<file path="src/rtl/spi_master_mmio.sv">
// spi_master_mmio: memory-mapped SPI master, mode 0, MSB first, 8-bit frames.
//
// Ports
//   clk, rst          single clock, asynchronous active-high reset
//   sel, we, re       bus access strobes (region select, store, load)
//   addr[3:0]         byte offset, addr[3:2] picks the register
//   wdata[31:0]       store data
//   rdata[31:0]       combinational load data (0 unless sel&re)
//   sclk, ss, mosi    SPI outputs (ss active-low)
//   miso              SPI input
//   spi_interrupt     done & ie
//   spi_transaction   transfer in progress
//
// Register map
//   0x0 CTRL    bit0 en, bit1 ie, bits[8+DIV_W-1:8] clkdiv
//   0x4 STATUS  bit0 busy (RO), bit1 done (W1C), bit2 ovr (W1C)
//   0x8 TXDATA  write-only byte to send
//   0xC RXDATA  last received byte
//
// FSM states
//   state | meaning
//   IDLE  | ss high, waiting for a TXDATA write with en=1
//   LEAD  | ss low, one half-period of setup before the first sclk rise
//   XFER  | 16 half-periods of sclk, sample on rise, shift on fall
//   TRAIL | ss still low, one half-period of hold after the last sclk fall
module spi_master_mmio #(
  parameter int               DIV_W   = 8,
  parameter logic [DIV_W-1:0] RST_DIV = '0
) (
  input  logic        clk,
  input  logic        rst,
  input  logic        sel,
  input  logic        we,
  input  logic        re,
  input  logic [3:0]  addr,
  input  logic [31:0] wdata,
  output logic [31:0] rdata,
  output logic        sclk,
  output logic        ss,
  output logic        mosi,
  input  logic        miso,
  output logic        spi_interrupt,
  output logic        spi_transaction
);

  typedef enum logic [1:0] {IDLE, LEAD, XFER, TRAIL} state_t;

  localparam logic [DIV_W-1:0] CNT_ONE = {{(DIV_W-1){1'b0}}, 1'b1};

  state_t           state_q;
  logic             en_q, ie_q;
  logic [DIV_W-1:0] div_q;
  logic [DIV_W-1:0] hdiv_q;   // clkdiv frozen for the running transfer
  logic [DIV_W-1:0] cnt_q;    // half-period down-counter, terminal count 0
  logic [3:0]       phase_q;  // half-period index inside XFER
  logic [7:0]       tx_sh_q, rx_sh_q, rx_q;
  logic             done_q, ovr_q, done_d, ovr_d;
  logic             sclk_q, ss_q, mosi_q;

  logic wr, wr_ctrl, wr_stat, wr_tx, busy, start, abort, cnt_tc, done_set, ovr_set;
  logic unused_bits;

  assign wr      = sel & we;
  assign wr_ctrl = wr & (addr[3:2] == 2'd0);
  assign wr_stat = wr & (addr[3:2] == 2'd1);
  assign wr_tx   = wr & (addr[3:2] == 2'd2);
  assign busy    = (state_q != IDLE);
  assign cnt_tc  = (cnt_q == '0);
  assign start   = wr_tx & en_q & ~busy;
  assign abort   = wr_ctrl & ~wdata[0] & busy;
  // TRAIL is still busy, so a TXDATA write on the completing edge is an overrun
  assign ovr_set  = wr_tx & busy;
  assign done_set = (state_q == TRAIL) & cnt_tc & ~abort;

  // Set beats a coincident W1C clear
  assign done_d = done_set | (done_q & ~(wr_stat & wdata[1]));
  assign ovr_d  = ovr_set  | (ovr_q  & ~(wr_stat & wdata[2]));

  assign unused_bits = ^{addr[1:0], wdata};

  always_comb begin
    rdata = '0;
    if (sel && re) begin
      case (addr[3:2])
        2'd0: begin
          rdata[0]          = en_q;
          rdata[1]          = ie_q;
          rdata[8 +: DIV_W] = div_q;
        end
        2'd1:    rdata[2:0] = {ovr_q, done_q, busy};
        2'd3:    rdata[7:0] = rx_q;
        default: rdata      = '0;
      endcase
    end
  end

  always_ff @(posedge clk or posedge rst) begin
    if (rst) begin
      state_q <= IDLE;
      en_q    <= 1'b0;
      ie_q    <= 1'b0;
      div_q   <= RST_DIV;
      hdiv_q  <= '0;
      cnt_q   <= '0;
      phase_q <= '0;
      tx_sh_q <= '0;
      rx_sh_q <= '0;
      rx_q    <= '0;
      done_q  <= 1'b0;
      ovr_q   <= 1'b0;
      sclk_q  <= 1'b0;
      ss_q    <= 1'b1;
      mosi_q  <= 1'b0;
    end else begin
      done_q <= done_d;
      ovr_q  <= ovr_d;
      if (wr_ctrl) begin
        en_q  <= wdata[0];
        ie_q  <= wdata[1];
        div_q <= wdata[8 +: DIV_W];
      end
      if (abort) begin
        state_q <= IDLE;
        ss_q    <= 1'b1;
        sclk_q  <= 1'b0;
        cnt_q   <= '0;
        phase_q <= '0;
      end else begin
        case (state_q)
          IDLE: begin
            if (start) begin
              state_q <= LEAD;
              ss_q    <= 1'b0;
              mosi_q  <= wdata[7];
              tx_sh_q <= wdata[7:0];
              rx_sh_q <= '0;
              hdiv_q  <= div_q;
              cnt_q   <= div_q;
            end
          end
          LEAD: begin
            if (cnt_tc) begin
              state_q <= XFER;
              sclk_q  <= 1'b1;
              rx_sh_q <= {rx_sh_q[6:0], miso};
              cnt_q   <= hdiv_q;
              phase_q <= '0;
            end else begin
              cnt_q <= cnt_q - CNT_ONE;
            end
          end
          XFER: begin
            if (cnt_tc) begin
              cnt_q <= hdiv_q;
              if (phase_q == 4'd15) begin
                state_q <= TRAIL;
                sclk_q  <= 1'b0;
              end else begin
                phase_q <= phase_q + 4'd1;
                sclk_q  <= ~sclk_q;
                if (!sclk_q) begin
                  rx_sh_q <= {rx_sh_q[6:0], miso};
                end else if (phase_q != 4'd14) begin
                  // the final falling edge leaves mosi on bit 0
                  mosi_q  <= tx_sh_q[6];
                  tx_sh_q <= {tx_sh_q[6:0], 1'b0};
                end
              end
            end else begin
              cnt_q <= cnt_q - CNT_ONE;
            end
          end
          TRAIL: begin
            if (cnt_tc) begin
              state_q <= IDLE;
              ss_q    <= 1'b1;
              rx_q    <= rx_sh_q;
            end else begin
              cnt_q <= cnt_q - CNT_ONE;
            end
          end
          default: state_q <= IDLE;
        endcase
      end
    end
  end

  assign sclk            = sclk_q;
  assign ss              = ss_q;
  assign mosi            = mosi_q;
  assign spi_transaction = busy;
  assign spi_interrupt   = done_q & ie_q;

endmodule

</file>
<file path="config.mk">
export PLATFORM = sky130hd
export DESIGN_NAME = spi_master_mmio
export DESIGN_NICKNAME = d
export VERILOG_FILES = /design/src/rtl/spi_master_mmio.sv
export SDC_FILE = /design/constraint.sdc
export NUM_CORES = 1
export LEC_CHECK = 0
export ABC_AREA = 1
export BUFFER_PORTS_ARGS = -buffer_cell sky130_fd_sc_hd__clkbuf_2
export CAP_MARGIN = 20
export CORE_ASPECT_RATIO = 1.25
export CORE_MARGIN = 4
export CORE_UTILIZATION = 25
export CTS_CLUSTER_SIZE = 24
export DETAILED_ROUTE_END_ITERATION = 7
export HOLD_SLACK_MARGIN = 0.05
export SYNTH_ARGS = -nofsm -noshare
export SYNTH_HDL_FRONTEND = slang
export SYNTH_SLANG_ARGS = --single-unit
export TNS_END_PERCENT = 1
</file>
<file path="constraint.sdc">
create_clock -name clk -period 1.9 [get_ports clk]
set_clock_uncertainty 0.2 [all_clocks]
set_input_delay 0.38 -clock clk [delete_from_list [all_inputs] [get_ports clk]]
set_output_delay 0.38 -clock clk [all_outputs]
set_load 0.02 [all_outputs]
</file>
Word-level counts from Yosys, hierarchy flattened. Index checks and enable logic that the tools add are counted.

$add $sub $neg: 2. Eq/ne operators: 22. Mux-type cells: 48. Bitwise operators: 24. Reduce and logical (&&, ||, !) cells: 19.

Operator list (number): two-way mux 8 bit (10); one-hot mux 8 bit (3 select lines) (2); two-way mux 7 bit (5); != test 3 bit, second input constant (7); AND 1 bit (16); two-way mux 16 bit (1); two-way mux 4 bit (4); != test 2 bit, second input constant (7); one-hot mux 7 bit (2 select lines) (1); AND reduction 7 bit (2); two-way mux 2 bit (6); AND reduction 3 bit (4); two-way mux 1 bit (11); nonzero test 3 bit (3); equality test 2 bit, second input constant (4); logical NOT 8 bit (1); one-hot mux 1 bit (2 select lines) (4); one-hot mux 2 bit (4 select lines) (1); one-hot mux 4 bit (2 select lines) (1); subtractor 8 x 1 -> 8 bit, second input constant (1); NOT 1 bit (6); one-hot mux 2 bit (3 select lines) (1); two-way mux 5 bit (1); AND reduction 5 bit (1); 11 further kinds (15).

Register bits: 60. Input bits: 42. Output and inout port bits: 37. Logic and storage cells: 130.

Longest topological paths before layout. Gate-level depths: netlist of run 1.

Depth in word-level cells: 7. Mapped depth: 12. Depth with buffers taken out: 11.

Worst setup path before layout of run 1. No wires, ideal clock.

Kind: register -> register. Start point: register state_q[0]. End point: register rx_sh_q[0]. Library setup time: 0.117 ns. Arrival: 1.581 ns. Data required time: 1.583 ns. Setup slack: 0.001 ns. Cell stages (with the launch flop): 13. Path buffers: 2. Period minus slack after synthesis: 1.899 ns. Path through: dfrtp_1 -> inv_1 -> ha_1 -> buf_2 -> inv_2 -> nor2_1 -> nor2_1 -> nand2_2 -> nor2_4 -> nand2_4 -> buf_6 -> nand2_2 -> o21ai_2.

Longest elaborated chain between the ends: 5. Elaborated cells on any way between the ends: 16. Classes of those cells: 7 x eq/ne; 1 x mux; 4 x bitwise; 4 x reduce/logical.

RTL lines: start: declaration (line 50) `state_t state_q;`; start signal: assignment (line 99) `state_q <= IDLE;`; start signal: assignment (line 123) `state_q <= IDLE;`; start signal: assignment (line 132) `state_q <= LEAD;`; nonzero test 2 bit (line 67) `assign busy = (state_q != IDLE);`; NOT 1 bit (line 69) `assign start = wr_tx & en_q & ~busy;`; AND 1 bit (line 69); != test 2 bit (no line); AND reduction 7 bit (no line); end signal: assignment (line 145) `rx_sh_q <= {rx_sh_q[6:0], miso};`; end signal: assignment (line 162) `rx_sh_q <= {rx_sh_q[6:0], miso};`; end: declaration (line 56) `logic [7:0] tx_sh_q, rx_sh_q, rx_q;`.

Several ways; a longest one is shown, not always the timed one. A chain may end at the register's enable or synchronous reset.

Worst setup path after layout of run 1.
Start point: register state_q[0]. End point: output port rdata[0].

Longest elaborated chain between the ends: 3.

RTL lines: nonzero test 2 bit (line 67); one-hot mux 2 bit (3 select lines) (line 84) `case (addr[3:2])`; two-way mux 16 bit (line 83) `if (sel && re) begin`; end: declaration (line 37) `output logic [31:0] rdata,`.

No other way between the ends.

==> results of run 1 <==
==> worst reg2reg max path: cells and delay by family, from the launching register on <==
kind / cells / cell delay, ns
simple gates: 4 / 0.58
compound gates: 1 / 0.05
buf+inv: 4 / 0.38
fa+ha+maj: 1 / 0.16
flops: 1 / 0.39
==> how the worst max path moves through the flow <==
stage          depth (start not counted)                endpoint  slack (ns)                    from
2_1_floorplan                         12  rx_sh_q[0]$_DFFE_PP0P_       0.001  state_q[0]$_DFFE_PP0P_
3_3_place_gp                           9  rx_sh_q[6]$_DFFE_PP0P_       -0.03  state_q[0]$_DFFE_PP0P_
3_5_place_dp                           9  rx_sh_q[3]$_DFFE_PP0P_       -0.05  state_q[0]$_DFFE_PP0P_
4_1_cts                                8                rdata[0]       -0.07  state_q[1]$_DFFE_PP0P_
5_1_grt                                8                rdata[0]       -0.14  state_q[0]$_DFFE_PP0P_
6_report                               8                rdata[0]       -0.06  state_q[0]$_DFFE_PP0P_
==> flip-flops by register name, indices dropped and copies added, names as in the netlist <==
name,flops
cnt_q,8
div_q,8
done_q,1
en_q,1
hdiv_q,8
ie_q,1
mosi,1
ovr_q,1
phase_q,4
rx_q,8
rx_sh_q,8
sclk,1
ss,1
state_q,2
tx_sh_q,7
==> power by group through the flow <==
stage	Clock, mW	Sequential, mW	Combinational, mW
final	1.74	2.07	3.36
after global routing	1.84	2.14	3.85
after CTS	1.78	2.07	3.34
after detailed placement	0	2.09	3.13
after global placement	0	2.08	3.10
after floorplan	0	2.05	2.26
==> per-stage QoR <==
| stage | power [mW] | setup slack (ns) | utilization | cell area (um2) | hold WS, ns |
|---|---|---|---|---|---|
| 2_1_floorplan | 4.31 | 0.00144 | - | 3600 | 0.242 |
| 3_3_place_gp | 5.18 | -0.0279 | 0.295 | 4070 | 0.256 |
| 3_5_place_dp | 5.21 | -0.0509 | 0.295 | 4070 | 0.259 |
| 4_1_cts | 7.19 | -0.0716 | 0.324 | 4470 | 0.0857 |
| 5_1_grt | 7.82 | -0.143 | 0.326 | 4500 | 0.109 |
| 6_report | 7.17 | -0.0603 | 0.326 | 4500 | 0.0963 |
==> kinds of logic (layout without fill, tap and decap cells) <==
| logic type | count (synthesis) | after routing | share of synthesized area |
|---|---|---|---|
| and+or+nand+nor | 267 | 267 | 0.335 |
| DFF | 60 | 60 | 0.425 |
| AOI/OAI and AO/OA | 58 | 58 | 0.0966 |
| buffers and inverters | 81 | 143 | 0.106 |
| other | 1 | 16 | 0.00106 |
| adders and majority gates | 8 | 8 | 0.0283 |
| xor gates and xnor gates | 3 | 3 | 0.00743 |
==> repair_timing <==
action                                  4_1_cts  5_1_grt
buffers inserted                              2        1
resized for setup                            12       14
endpoints found under the hold margin        59        0
hold buffers                                  1        0
cloned                                        0        0
endpoints found under the setup margin       10       47
pin swaps                                     1        2
==> cell usage in the layout, fill, tap and decap left out, types with 3 or more instances in the layout <==
cell type,n
a21oi_1,12
buf_4,27
clkbuf_16,9
clkbuf_2,43
conb_1,16
dfrtp_1,58
ha_1,4
ha_2,3
inv_1,43
inv_2,5
nand2_1,161
nand2_2,8
nand3_1,25
nand4_1,4
nor2_1,41
nor2_2,5
nor2_4,4
nor3_1,9
o21ai_0,28
o21ai_1,6
o21ai_2,8
xor2_1,3
==> cell type report <==
| cell class | instances | area [um2] |
|---|---|---|
| fillers | 1483 | 9310 |
| multi-input cells | 352 | 1760 |
| flip-flops and latches | 60 | 1500 |
| repair buffers | 75 | 494 |
| clock buffers | 12 | 246 |
| well taps | 175 | 219 |
| inverters | 52 | 205 |
| clock inverters | 4 | 72.6 |
==> layer usage <==
layer	track usage	vias up
li1	-	1608
met1	0.134	1410
met2	0.199	54
met3	0.0189	11
met4	0.0538	0
met5	0	-
==> metrics, run 1 <==
count of flip-flops with a built-in enable after synthesis=0; number of standard cells in the final layout excluding fillers=730; setup slack of the worst register-to-register path=0.02 ns; top achievable clock speed=510 MHz; count of placed standard cells including taps=710; share of post-route cells with drive strength above 1=0.250; clock latency of the later-clocked register in the worst-skew pair=0.33 ns; number of rows created at floorplan=48; IO buf count=44; initial cell density of the core=0.256; arrival time at the worst endpoint=1.38 ns; residual overflow from global routing=0; HPWL after detailed placement=6360 um; Seq/Total Area, Yosys=0.425; Net Sw Power=2.93 mW; via count normalized by instance count=4.22; drt drc=0; number of cells on the worst reg-to-reg path=10; highest metal layer with signal wires=met4; max-capacitance violation count=0; top cell type's share of synthesized area=0.417; async set or reset register ratio after synthesis=1.00; Tot GR Track Use=0.114; Die Area=16,100 um2; cts bufs inserted=9; unrepaired setup endpoints after global routing=yes; first-pass GRT wire length=14,800 um; Fin Setup TNS=-0.0647 ns; clock root buffer=clkbuf_16; Critical Path Fanout Max=3; detailed-route via count=3,083; RR Endpoint=rx_sh_q[3]$_DFFE_PP0P_; cell family with the largest share of critical-path delay=flip-flops; final cycle utilization of the critical path=1.03; Post-synth top cells=nand2_1 (163), dfrtp_1 (59), inv_1 (48); final WL=8480 um; CP endpoint kind=output port; LEAKAGE=2.34 nW; Reg2Reg Launch Point=state_q[0]$_DFFE_PP0P_; path type of the worst min-delay path=in2reg; Setup WS post-layout=-0.0603 ns; clock tree from TritonCTS=done; routability congestion estimate=0.774; Clock Sinks=60; buffer and inverter count on the worst path=4; number of flip-flops and latches in the synthesized netlist=60; share of power burned in combinational logic=0.468; Inserted Diodes=0; initial antenna violation count=0; Required @ worst endpoint=1.32 ns; capture endpoint of the worst hold path=rx_sh_q[0]$_DFFE_PP0P_; H-tree levels=3; area of the core=13,800 um2; Starting DRT DRC Count=151; number of global-route vias before repair=3,096; buffer depth of the longest clock path=2; Crit-path slowest cell=dfrtp_1; startpoint class of the critical path=register; clock slew at the register clock pins of the worst setup and hold paths=0.05 ns; number of instances in the synthesized netlist=478; I/O pins=79; library cell with the highest instance count after synthesis=nand2_1; routed wirelength normalized by instance count=11.6 um; count of cells along the worst hold path=3; Crit path largest cell delay=0.39 ns; detailed-routed wire length on met3=234 um; die span in x=114 um; largest net degree at the start of global routing=61; Pre-Repair DR Iteration Count=4; kind of critical path=reg2out; Final setup violation count=2; Avg Cell Area, Syn=7.40 um2; final slew viol count=0; Post-Syn Area=3540 um2; fin nets=600; flip-flop cell with the highest count after synthesis=dfrtp_1; number of hold violations in the final report=0; synth unique cells=34; met2 wire length=4410 um; largest area contributor in the netlist=dfrtp_1; routed metal-1 wire length=3640 um; internal cell power=4.24 mW; ranking of synthesized cells by area=dfrtp_1 (42%), nand2_1 (17%), inv_1 (5.1%); part of the power in registers=0.289; antenna violation net count after detailed routing=0; final critical path time including I/O delays and setup=1.96 ns; min-delay src=miso; Die Height=141 um; total power divided by cell area=1590 nW/um2; area delta synth->final=27.3%; outcome=finished, violations left; failing checks=negative setup slack; worst-path cell chain=inv_2, ha_4, inv_4, nand2_1, nand3_1, nand2_1, inv_2, buf_8; Max IR drop VDD=937 uV; synth warn=0; clock network fraction of total power=0.243; Sw Ratio=0.409
Power figures use the tool's default switching activity.
==> inputs of run 2 (changes only) <==
- CORE_ASPECT_RATIO: 1.25 -> 0.9
- CTS_CLUSTER_DIAMETER: not set -> 30
- clock period: 1.9 -> 2 ns (I/O delays scaled with it)
==> metrics, run 2 (synthesis results as in run 1) <==
internal cell power=4.07 mW (-4.0%); Layout Cell Area excl Fill=4460 um2 (-0.89%); antenna violation net count after detailed routing=0 (unchanged); Critical Path Fanout Max=4 (+1); I/O pins=79 (unchanged); LEAKAGE=2.32 nW (-1.0%); Placement Cell Area=4040 um2 (-0.68%); final cycle utilization of the critical path=0.986; Final Core Density=0.328 (+0.00185); initial antenna violation count=0 (unchanged); share of power burned in combinational logic=0.444 (-0.024); Pre-Repair DR Iteration Count=4 (unchanged); residual overflow from global routing=0 (unchanged); kind of critical path=reg2out; die span in x=133 um (+17%); worst slack, placed=0.0552 ns (+0.106 ns); Sw Ratio=0.404 (-0.00517); Die Height=121 um (-14%); number of standard cells in the final layout excluding fillers=737 (+0.96%); clock network fraction of total power=0.267 (+0.024); Die Area=16,100 um2 (about the same); number of global-route vias before repair=2,823 (-8.8%); Storage cell area=1500 um2 (about the same); buffer depth of the longest clock path=2 (unchanged); final critical path time including I/O delays and setup=1.97 ns; worst hold margin=0.117 ns (+0.0211 ns); max-capacitance violation count=0 (unchanged); share of post-route cells with drive strength above 1=0.230 (-0.0205); Starting DRT DRC Count=141 (-6.6%); clock slew at the register clock pins of the worst setup and hold paths=0.05 ns (about the same); startpoint class of the critical path=register; Net Sw Power=2.76 mW (-6.0%); largest net degree at the start of global routing=61 (unchanged); routability congestion estimate=0.823 (+6.4%); area delta synth->final=26.2%; arrival time at the worst endpoint=1.37 ns (about the same); number of rows created at floorplan=40 (-17%); IO buf count=44 (unchanged); Inserted Diodes=0 (unchanged); total area of multi-input combinational cells=1750 um2 (-0.85%); detailed-route via count=3,061 (-0.71%); initial cell density of the core=0.260 (+0.00377); area of the core=13,600 um2 (-1.4%); CP endpoint kind=output port; final slew viol count=0 (unchanged); Setup WS post-layout=0.0274 ns (+0.0877 ns); cts bufs inserted=9 (unchanged); Clock Sinks=60 (unchanged); Required @ worst endpoint=1.40 ns (+0.08 ns); commonest non-fill, non-tap cell in the layout=nand2_1; unrepaired setup endpoints after global routing=yes; H-tree levels=3 (unchanged); sum of internal, switching and leakage power=6.82 mW (-4.8%); routed wirelength normalized by instance count=11.2 um (-3.7%); final WL=8240 um (-2.8%); Tot GR Track Use=0.107 (-0.00685); via count normalized by instance count=4.15 (-1.7%); Final setup violation count=0 (-2); Fin Setup TNS=0 ns (+0.0647 ns); clock tree from TritonCTS=done; first-pass GRT wire length=13,900 um (-5.6%); top achievable clock speed=507 MHz; total power divided by cell area=1530 nW/um2 (-4.0%); outcome=complete, no violations; part of the power in registers=0.288 (about the same); number of filler cells placed in the layout=1,477 (-0.40%); path type of the worst min-delay path=in2reg; fin nets=593 (-1.2%); drt drc=0 (unchanged); Max IR drop VDD=509 uV (-46%); clock root buffer=clkbuf_16; number of hold violations in the final report=0 (unchanged); HPWL after detailed placement=5860 um (-7.8%); clock latency of the later-clocked register in the worst-skew pair=0.33 ns (about the same); count of placed standard cells including taps=718 (+1.1%); top library cells by usage in the layout, fill and taps aside=nand2_1 (162), dfrtp_1 (59), inv_1 (45)
## run 2: worst max-delay path: stages, from the launching register on
cell      delay, ns
dfrtp_1        0.37
inv_2          0.06
ha_4           0.17
inv_4          0.07
nand2_1        0.06
nand3_2        0.07
nand2_1        0.05
inv_1          0.06
clkbuf_8       0.14
## run 2: cell type report
class / instances / share of cell area
Multi-Input combinational cell: 352 / 0.392
Tap cell: 189 / 0.0530
Timing Repair Buffer: 68 / 0.0950
Sequential cell: 60 / 0.337
Clock inverter: 4 / 0.0213
Clock buffer: 12 / 0.0575
Inverter: 52 / 0.0451
## run 2: worst paths after layout
path / from / end / slack, ns / cells after the start
max: state_q[0]$_DFFE_PP0P_ / rdata[0] / 0.03 / 8
min: miso / rx_sh_q[0]$_DFFE_PP0P_ / 0.12 / 3
max reg2reg: state_q[0]$_DFFE_PP0P_ / rx_sh_q[4]$_DFFE_PP0P_ / 0.11 / 11
min reg2reg: mosi$_DFFE_PP0P_ / mosi$_DFFE_PP0P_ / 0.27 / 2
max in group asynchronous: rst / ss$_DFFE_PP1P_ / 0.80 / 4
min in group asynchronous: rst / phase_q[1]$_DFFE_PP0P_ / 0.50 / 4
## run 2: power by group through the flow
stage / logic, mW / registers, mW / clock network [mW]
2_1_floorplan: 2.15 / 1.94 / 0
3_3_place_gp: 2.87 / 1.98 / 0
3_5_place_dp: 2.90 / 1.98 / 0
4_1_cts: 3.01 / 1.97 / 1.85
5_1_grt: 3.45 / 2.02 / 1.92
6_report: 3.03 / 1.97 / 1.82
## run 2: layer usage
layer / wire [um] / vias to the layer above / track usage
li1: - / 1592 / -
met4: 114 / 0 / 0.0347
met1: 4080 / 1402 / 0.147
met2: 3720 / 55 / 0.166
met5: 0 / - / 0
met3: 335 / 12 / 0.0254
## run 2: timing repair
action | CTS | global route
endpoints found under the hold margin | 59 | 0
hold buffers | 1 | 0
pin swaps | 1 | 0
endpoints found under the setup margin | 2 | 24
gates resized for setup | 7 | 6
cloned | 0 | 0
setup buffers | 2 | 0
==> inputs of run 3 (changes only) <==
- ABC_AREA: 1 -> not set
- CORE_ASPECT_RATIO: 0.9 -> not set
==> metrics, run 3 <==
final WL=9470 um (+15%); residual overflow from global routing=0 (unchanged); routed wirelength normalized by instance count=14.6 um (+31%); arrival time at the worst endpoint=2.13 ns (+0.76 ns); flip-flop cell with the highest count after synthesis=dfrtp_1; Crit. Startpoint=cnt_q[1]$_DFFE_PP0P_; Pre-Repair DR Iteration Count=4 (unchanged); clock root buffer=clkbuf_16; H-tree levels=3 (unchanged); routed metal-1 wire length=4190 um (+2.9%); top achievable clock speed=475 MHz (-6.4%); final critical path time including I/O delays and setup=2.11 ns (+0.134 ns); failing checks=negative setup slack; initial cell density of the core=0.257 (-0.00264); buffer depth of the longest clock path=2 (unchanged); internal cell power=4.44 mW (+9.2%); share of post-route cells with drive strength above 1=0.427 (+0.197); Sw Ratio=0.393 (-0.0113); Seq/Total Area, Yosys=0.439 (+0.0146); ranking of synthesized cells by area=dfrtp_1 (43%), nand2_1 (6.9%), mux2_2 (5.6%); first-pass GRT wire length=15,600 um (+12%); Starting DRT DRC Count=153 (+8.5%); Tot GR Track Use=0.122 (+0.0151); number of hold violations in the final report=0 (unchanged); area of the core=13,300 um2 (-2.3%); Max IR drop VDD=682 uV (+34%); I/O pins=79 (unchanged); path type of the worst min-delay path=in2reg; Post-synth top cells=nand2_1 (63), dfrtp_1 (59), o21ai_1 (18); clock slew at the register clock pins of the worst setup and hold paths=0.05 ns (about the same); Crit path largest cell delay=0.40 ns (+0.03 ns); largest area contributor in the netlist=dfrtp_1; number of rows created at floorplan=42 (+5.0%); unrepaired setup endpoints after global routing=yes; startpoint class of the critical path=register; Post-Syn Area=3420 um2 (-3.3%); max-capacitance violation count=0 (unchanged); outcome=finished, violations left; Final Core Density=0.376 (+0.0481); detailed-route via count=2,985 (-2.5%); kind of critical path=reg2reg; worst hold margin=0.0653 ns (-0.0521 ns); clock latency of the later-clocked register in the worst-skew pair=0.34 ns (about the same); die span in x=125 um (-6.3%); number of instances in the synthesized netlist=350 (-27%); worst-path cell chain=inv_2, ha_4, nor3b_4, buf_6, nand2_4, buf_8, buf_12, nor2_4, mux2_4; clock tree from TritonCTS=done; IO buf count=44 (unchanged); Net Sw Power=2.87 mW (+4.2%); Die Height=125 um (+3.4%); total power divided by cell area=1460 nW/um2 (-4.3%); Inserted Diodes=0 (unchanged); largest net degree at the start of global routing=40 (-34%); Final setup violation count=26 (+26); HPWL after detailed placement=6430 um (+9.7%); LEAKAGE=2.36 nW (+1.7%); number of global-route vias before repair=3,046 (+7.9%); Crit-path slowest cell=dfrtp_1; max_slew headroom=0.625; final slew viol count=0 (unchanged); detailed-routed wire length on met3=404 um (+21%); initial antenna violation count=0 (unchanged); count of flip-flops with a built-in enable after synthesis=0 (unchanged); routability congestion estimate=0.877 (+6.5%); top cell type's share of synthesized area=0.432 (+0.0144); Avg Cell Area, Syn=9.77 um2 (+32%); Critical Path Fanout Max=6 (+2); fin nets=516 (-13%); met2 wire length=4630 um (+25%); Clock Sinks=60 (unchanged); antenna violation net count after detailed routing=0 (unchanged); library cell with the highest instance count after synthesis=nand2_1; Die Area=15,600 um2 (-3.1%); number of flip-flops and latches in the synthesized netlist=60 (unchanged); min-delay src=wdata[8]; clock network fraction of total power=0.206 (-0.061); number of cells on the worst reg-to-reg path=9 (-2); Required @ worst endpoint=2.02 ns (+0.62 ns); via count normalized by instance count=4.61 (+11%); synth unique cells=58 (+71%); final cycle utilization of the critical path=1.05 (+0.0671); async set or reset register ratio after synthesis=1.00 (unchanged); synth warn=0 (unchanged); CP endpoint kind=register; share of power burned in combinational logic=0.541 (+0.097); Tightest Pin Transition=0.562 ns; area delta synth->final=46.2%; drt drc=0 (unchanged); highest metal layer with signal wires=met4; top library cells by usage in the layout, fill and taps aside=nand2_1 (61), buf_4 (61), dfrtp_1 (59); cts bufs inserted=9 (unchanged); Reg2Reg Launch Point=cnt_q[1]$_DFFE_PP0P_; count of cells along the worst hold path=3 (unchanged); Setup WS post-layout=-0.107 ns (-0.134 ns); part of the power in registers=0.253 (-0.035)
[run 3: cell types whose count changed in the layout (fill, tap and decap cells not counted), moves of 18 or more]
cell | previous run | this run
buf_4 | 22 | 61
o21ai_1 | 5 | 23
nand2_1 | 162 | 61
nand3_1 | 24 | 2
o21ai_0 | 29 | 3
nor2_1 | 42 | 14
inv_1 | 45 | 6
[run 3: critical path: cells and delay by family, from the launching register on]
family | cells | cell delay [ns]
adders and majority gates | 1 | 0.13
DFF | 1 | 0.40
buffers and inverters | 4 | 0.51
muxes | 1 | 0.31
and+or+nand+nor | 3 | 0.45
[run 3: timing repair]
item	4_1_cts	5_1_grt
gates resized for setup	69	39
endpoints found under the hold margin	20	0
setup endpoints to repair	56	63
pin swaps	19	22
cloned	2	0
buffers inserted	7	5
hold buffers	1	0
[run 3: power groups by stage]
stage	registers [mW]	logic (mW)	clock network [mW]
2_1_floorplan	1.85	1.98	0
3_3_place_gp	1.82	3.07	0
3_5_place_dp	1.84	3.14	0
4_1_cts	1.84	3.79	1.53
5_1_grt	1.90	4.28	1.57
6_report	1.85	3.96	1.50
[run 3: logic make-up (layout without fill, tap and decap cells)]
kind of cell / Yosys count / after routing / share of synthesized area
flip-flops: 60 / 60 / 0.439
XOR/XNOR: 5 / 5 / 0.0128
AO/OA/AOI/OAI: 76 / 77 / 0.160
other: 1 / 16 / 0.00110
AND/OR/NAND/NOR: 127 / 128 / 0.194
multiplexers: 30 / 30 / 0.0940
adder cells (fa/ha/maj): 8 / 8 / 0.0293
buffers and inverters: 43 / 147 / 0.0695
[run 3: path summary, 6_finish.rpt]
check / end / slack [ns]
worst max-delay path: rx_q[5]$_DFFE_PP0P_ / -0.11
worst min-delay path: div_q[0]$_DFFE_PP0N_ / 0.07
worst max register to register: rx_q[5]$_DFFE_PP0P_ / -0.11
worst min register to register: tx_sh_q[4]$_DFFE_PP0P_ / 0.29
max in group asynchronous: rx_sh_q[0]$_DFFE_PP0P_ / 0.56
min in group asynchronous: tx_sh_q[4]$_DFFE_PP0P_ / 0.46
[run 3: routing by layer]
metal,vias to the layer above,GRT usage
met1,1466,0.158
met5,-,0
li1,1422,-
met2,79,0.197
met3,18,0.0205
met4,0,0.0625
[run 3: layout make-up]
type                            count  area, um2
Timing Repair Buffer              119        945
Multi-Input combinational cell    264       2000
Inverter                           12       48.8
Fill cell                        1288       8300
Tap cell                          176        220
Clock inverter                      5       52.6
Clock buffer                       11        233
Sequential cell                    60       1500
[run 3: stage by stage]
stage / setup TNS, ns / setup slack, ns / instances / cell area [um2] / power, mW
after floorplan: -2.19 / -0.0774 / 365 / 3490 / 3.83
after global placement: -8.08 / -0.268 / 617 / 4220 / 4.89
after detailed placement: -9.42 / -0.254 / 617 / 4220 / 4.99
after CTS: -1.26 / -0.121 / 643 / 4880 / 7.16
after global routing: -5.53 / -0.199 / 647 / 5000 / 7.75
final: -1.46 / -0.107 / 647 / 5000 / 7.31
